--- src/rtl/data_ram_arbiter.sv ---
// Shares the single data_ram port between the openmips data port (M0) and a secondary
// master (M1): round-robin arbitration, bounded M1 burst-lock, and a core stall request.
module data_ram_arbiter #(
  parameter int ADDR_W        = 32,
  parameter int DATA_W        = 32,
  parameter int ACCESS_CYCLES = 1,
  parameter int MAX_LOCK      = 4
) (
  input  logic                clk,
  input  logic                rst,

  input  logic                m0_ce_i,
  input  logic                m0_we_i,
  input  logic [ADDR_W-1:0]   m0_addr_i,
  input  logic [DATA_W/8-1:0] m0_sel_i,
  input  logic [DATA_W-1:0]   m0_data_i,
  output logic [DATA_W-1:0]   m0_data_o,
  output logic                m0_ack_o,
  output logic                m0_stallreq_o,

  input  logic                m1_ce_i,
  input  logic                m1_we_i,
  input  logic [ADDR_W-1:0]   m1_addr_i,
  input  logic [DATA_W/8-1:0] m1_sel_i,
  input  logic [DATA_W-1:0]   m1_data_i,
  input  logic                m1_lock_i,
  output logic [DATA_W-1:0]   m1_data_o,
  output logic                m1_ack_o,

  output logic                ram_ce_o,
  output logic                ram_we_o,
  output logic [ADDR_W-1:0]   ram_addr_o,
  output logic [DATA_W/8-1:0] ram_sel_o,
  output logic [DATA_W-1:0]   ram_data_o,
  input  logic [DATA_W-1:0]   ram_data_i
);

  localparam int CNT_W  = (ACCESS_CYCLES > 1) ? $clog2(ACCESS_CYCLES) : 1;
  localparam int LOCK_W = $clog2(MAX_LOCK + 1);

  typedef enum logic [1:0] {IDLE, ACCESS, DONE} state_t;
  typedef enum logic {M0 = 1'b0, M1 = 1'b1} master_t;

  state_t            state_q, state_d;
  master_t           grant_q, grant_d;
  master_t           last_grant_q;
  logic              lock_q;      // current/last access was an M1 access with lock requested
  logic [CNT_W-1:0]  cnt_q;
  logic [LOCK_W-1:0] lock_cnt_q;
  logic              start;
  logic              last_beat;

  assign m0_stallreq_o = m0_ce_i & ~m0_ack_o;

  // NOTE: every signal written here gets a default first so no path leaves it unassigned (no latch).
  always_comb begin
    state_d   = state_q;
    grant_d   = grant_q;
    start     = 1'b0;
    last_beat = 1'b0;
    case (state_q)
      IDLE: begin
        if (m0_ce_i || m1_ce_i) begin
          start   = 1'b1;
          state_d = ACCESS;
          if (m0_ce_i && m1_ce_i) begin
            if (last_grant_q == M1 && lock_q && lock_cnt_q < LOCK_W'(MAX_LOCK))
              grant_d = M1;
            else
              grant_d = (last_grant_q == M0) ? M1 : M0;
          end else begin
            grant_d = m1_ce_i ? M1 : M0;
          end
        end
      end
      ACCESS: begin
        if (cnt_q == CNT_W'(ACCESS_CYCLES - 1)) begin
          last_beat = 1'b1;
          state_d   = DONE;
        end
      end
      DONE:    state_d = IDLE;
      default: state_d = IDLE;
    endcase
  end

  // NOTE: sequential state uses non-blocking assignments so every register samples pre-edge values.
  always_ff @(posedge clk) begin
    if (rst) begin
      state_q      <= IDLE;
      grant_q      <= M0;
      last_grant_q <= M1;
      lock_q       <= 1'b0;
      cnt_q        <= '0;
      lock_cnt_q   <= '0;
      ram_ce_o     <= 1'b0;
      ram_we_o     <= 1'b0;
      ram_addr_o   <= '0;
      ram_sel_o    <= '0;
      ram_data_o   <= '0;
      m0_ack_o     <= 1'b0;
      m1_ack_o     <= 1'b0;
      m0_data_o    <= '0;
      m1_data_o    <= '0;
    end else begin
      state_q  <= state_d;
      m0_ack_o <= 1'b0;
      m1_ack_o <= 1'b0;
      case (state_q)
        IDLE: begin
          if (start) begin
            grant_q  <= grant_d;
            lock_q   <= (grant_d == M1) && m1_lock_i;
            cnt_q    <= '0;
            ram_ce_o <= 1'b1;
            if (grant_d == M1) begin
              ram_we_o   <= m1_we_i;
              ram_addr_o <= m1_addr_i;
              ram_sel_o  <= m1_sel_i;
              ram_data_o <= m1_data_i;
            end else begin
              ram_we_o   <= m0_we_i;
              ram_addr_o <= m0_addr_i;
              ram_sel_o  <= m0_sel_i;
              ram_data_o <= m0_data_i;
            end
          end
        end
        ACCESS: begin
          cnt_q <= cnt_q + 1'b1;
          if (last_beat) begin
            ram_ce_o <= 1'b0;
            ram_we_o <= 1'b0;
            // Read data is captured on writes too; masters ignore it then.
            if (grant_q == M1) begin
              m1_data_o <= ram_data_i;
              m1_ack_o  <= 1'b1;
            end else begin
              m0_data_o <= ram_data_i;
              m0_ack_o  <= 1'b1;
            end
          end
        end
        DONE: begin
          last_grant_q <= grant_q;
          if (grant_q == M1 && lock_q && m0_ce_i) begin
            if (lock_cnt_q != LOCK_W'(MAX_LOCK))
              lock_cnt_q <= lock_cnt_q + 1'b1;
          end else begin
            lock_cnt_q <= '0;
          end
        end
        default: ;
      endcase
    end
  end

endmodule

--- config.mk ---
export PLATFORM = sky130hd
export DESIGN_NAME = data_ram_arbiter
export DESIGN_NICKNAME = d
export VERILOG_FILES = /design/src/rtl/data_ram_arbiter.sv
export SDC_FILE = /design/constraint.sdc
export NUM_CORES = 1
export LEC_CHECK = 0
export BUFFER_PORTS_ARGS = -buffer_cell sky130_fd_sc_hd__buf_2
export CAP_MARGIN = 30
export CORE_MARGIN = 10
export CORE_UTILIZATION = 40
export DETAILED_ROUTE_END_ITERATION = 12
export GPL_ROUTABILITY_DRIVEN = 0
export HOLD_SLACK_MARGIN = 0.08
export PLACE_DENSITY = 0.76
export SYNTH_ARGS = -nofsm -noshare
export SYNTH_HDL_FRONTEND = slang
export SYNTH_SLANG_ARGS = --single-unit
--- constraint.sdc ---
create_clock -name clk -period 1.27 [get_ports clk]
set_input_delay 0.127 -clock clk [delete_from_list [all_inputs] [get_ports clk]]
set_output_delay 0.127 -clock clk [all_outputs]
set_load 0.02 [all_outputs]
==> results_dict.tcl <==
set metrics [dict create \
    outcome "finished, violations left" \
    violations "setup timing" \
    synth_warnings 0 \
    cts_buffers 17 \
    hold_viol 0 \
    placed_cells_incl_taps 1115 \
    routed_wl_um 33200 \
    r2r_cells 5 \
    worst_pin_slew_ps 355 \
    fillers 761 \
    cts.path.max_buffers 2 \
    synth_adder_area_share_pct 0.442 \
    fin_cells 1345 \
    drtIter0Drc 788 \
    drtPass1Iterations 6 \
    rows 43 \
    vdd_drop_max_uv 932 \
    clock-root-buffer "clkbuf_16" \
    synthToLayoutAreaGrowth_pct 94.6 \
    setup_viol 131 \
    ant_nets 0 \
    synthMuxAreaShare_pct 0.177 \
    drc 0 \
    grt_overflow 0 \
    fmax_mhz 681 \
    drive_gt1_share_pct 51.3 \
    synth-xor-area-share_pct 0 \
    dieHeight_um 139 \
    worst_slack_ps -197 \
    clkTransAtPathRegs_ps 60 \
    slew-limit-headroom_pct 76.2 \
    crit_start "state_q[0]$_SDFFE_PP0P_" \
    rr_startpoint "state_q[0]$_SDFFE_PP0P_" \
    netlist_area_um2 5670 \
    grt_pass1_vias 7603 \
    ctsHtreeMaxLevel 4 \
    netlist_instances 647 \
    yosysTopAreaCellShare_pct 51.2 \
    cts_tree "built" \
    avgViaCountPerCell 5.75 \
    regToRegSetupSlack_ps -200 \
    via_count 7728 \
    grt_usage_pct 28.1 \
    fin_skew_ps 10.8 \
    start_util_pct 40.8 \
    synth-compound-area-share_pct 27.2 \
    cp-end-kind "flop" \
    core_um2 13900 \
    rsz0062_at_grt "yes" \
    synth_area_leader_cell "dfxtp_1" \
    power_density_nw_per_um2 1360 \
    multi_input_area_um2 2950 \
    worstSetupPathType "reg -> reg" \
    clock_latency_ps 430 \
    maxCapViolCount 0 \
    synth_top_family_by_area "compound AO/OA/AOI/OAI gates" \
    grt_pass1_wl_um 43500 \
    slew_viol_final 0 \
    yosys.area_share.simple_pct 11.6 \
    synth_edf_count 0 \
    arrival_ps 1800 \
    power_w 0.0150 \
    cp-start-kind "flop" \
    port_buffers 311 \
    cellLeakagePower_nw 5.01 \
    cp_max_fo 24 \
    synthTopCellsByCount "dfxtp_1 (145), a21oi_1 (137), nand2_1 (136)" \
    postLayoutCellArea_um2 11000 \
    worstHoldStart "m0_ce_i" \
    seqCellArea_um2 2920 \
    cts.sinks 145 \
    rr_endpoint "m0_data_o[11]$_SDFFE_PP0P_" \
    fin_crit_ps 1470 \
    holdPathStages 4 \
    ys_types 34 \
    io_pins 312 \
    nets 1321 \
    hold_end "grant_q$_SDFFE_PP0P_" \
    holdWs_ps 137 \
    ys_seq_area_share_pct 51.2 \
    detailedPlacementHpwl_um 15600 \
    grt_antenna_before_repair 7 \
    tns_ps -13860 \
    syn_area_per_cell_um2 8.76 \
    chipWidth_um 139 \
    yosysMostFrequentCell "dfxtp_1" \
    wire_per_inst_um 24.7 \
    required_ps 1610 \
    grt_max_degree 57 \
    syn-num-nets 824 \
    die_area_um2 19300 \
    synthArstFlopShare_pct 0 \
    synth.area.top_cells "dfxtp_1 (51%), o221a_2 (14%), a21oi_1 (12%), nand2_1 (9.0%), inv_1 (4.9%)" \
    synth_seq_cells 145 \
    timing.final.crit_share_pct 116 \
    synth_ff_type "dfxtp_1" \
    hp-class "in -> reg" \
    dpl-instance-area_um2 7690 \
]
cells by family after synthesis:
family,Yosys count
and+or+nand+nor,157
muxes,1
buffers and inverters,126
AOI/OAI and AO/OA,216
DFF,145
adders and majority gates,2
registers in the layout, indices dropped and copies added (netlist names):
signal / count
state_q: 2
m1_data_o: 32
lock_cnt_q: 3
ram_addr_o: 32
ram_ce_o: 1
ram_we_o: 1
ram_sel_o: 4
grant_q: 1
m0_data_o: 32
lock_q: 1
cnt_q: 1
last_grant_q: 1
m0_ack_o: 1
m1_ack_o: 1
ram_data_o: 32
area by class of cell:
class	count	area share [%]
sequential	145	26.4
multi-input combinational	377	26.7
tap	180	2.04
timing repair buffer	529	36.4
clock inverter	8	1.12
clock buffer	24	4.55
antenna	8	0.182
inverter	74	2.52
report_power, final:
group          switching (W)  internal (W)  total, W  leakage [nW]
registers           0.000326       0.00500   0.00532          1.19
logic                0.00240       0.00186   0.00427          3.51
clock network        0.00204       0.00336   0.00540         0.303
metrics by stage:
step / util (%) / setup slack [ps]
after global placement: 55.4 / -90.3
after CTS: 73.2 / -102
after detailed placement: 55.4 / -127
after global routing: 79.4 / -250
final: 79.4 / -197
after floorplan: - / -12.7
layer usage:
metal | part of all wire (%) | global-route usage (%) | wire [um] | up-vias
met3 | 12 | 11.3 | 4130 | 197
met2 | 48 | 46.0 | 15900 | 754
met4 | 7.4 | 18.7 | 2460 | 0
met1 | 32 | 29.1 | 10700 | 3542
li1 | - | - | - | 3235
met5 | 0 | 0 | 0 | -
repair_timing:
item / 4_1_cts / 5_1_grt
pin swaps: 1 / 49
gates cloned: 3 / 11
hold endpoints to repair: 134 / 0
setup buffers: 1 / 4
hold buffers: 171 / 0
gates resized for setup: 12 / 161
endpoints found under the setup margin: 134 / 135
how the worst max path moves through the flow:
stage	to	slack, ps	cells past startpoint
after global routing	m0_data_o[11]$_SDFFE_PP0P_	-250	5
after detailed placement	ram_data_o[4]$_SDFFE_PP0P_	-130	5
after global placement	ram_addr_o[21]$_SDFFE_PP0P_	-90	4
after floorplan	ram_addr_o[3]$_SDFFE_PP0P_	-10	6
after CTS	m0_data_o[17]$_SDFFE_PP0P_	-100	5
final	m0_data_o[11]$_SDFFE_PP0P_	-200	5
cells in the final DEF, fill, tap and decap left out, types with 16 or more instances in the layout:
master         instances
dfxtp_1              139
clkbuf_16             25
dlygate4sd3_1        171
a21oi_2               66
nand2_2               24
buf_4                 16
inv_1                 74
nand2_1               88
a21oi_1               69
nand2_4               22
buf_2                310
o221a_2               57
critical path, cell delays in order (launching register included):
cell and delay [ps]:
dfxtp_4 380, or3b_4 430, nor2_8 130, buf_12 180, nand2_1 70, a21oi_1 180
No activity file was read; power rests on OpenSTA's default activity.
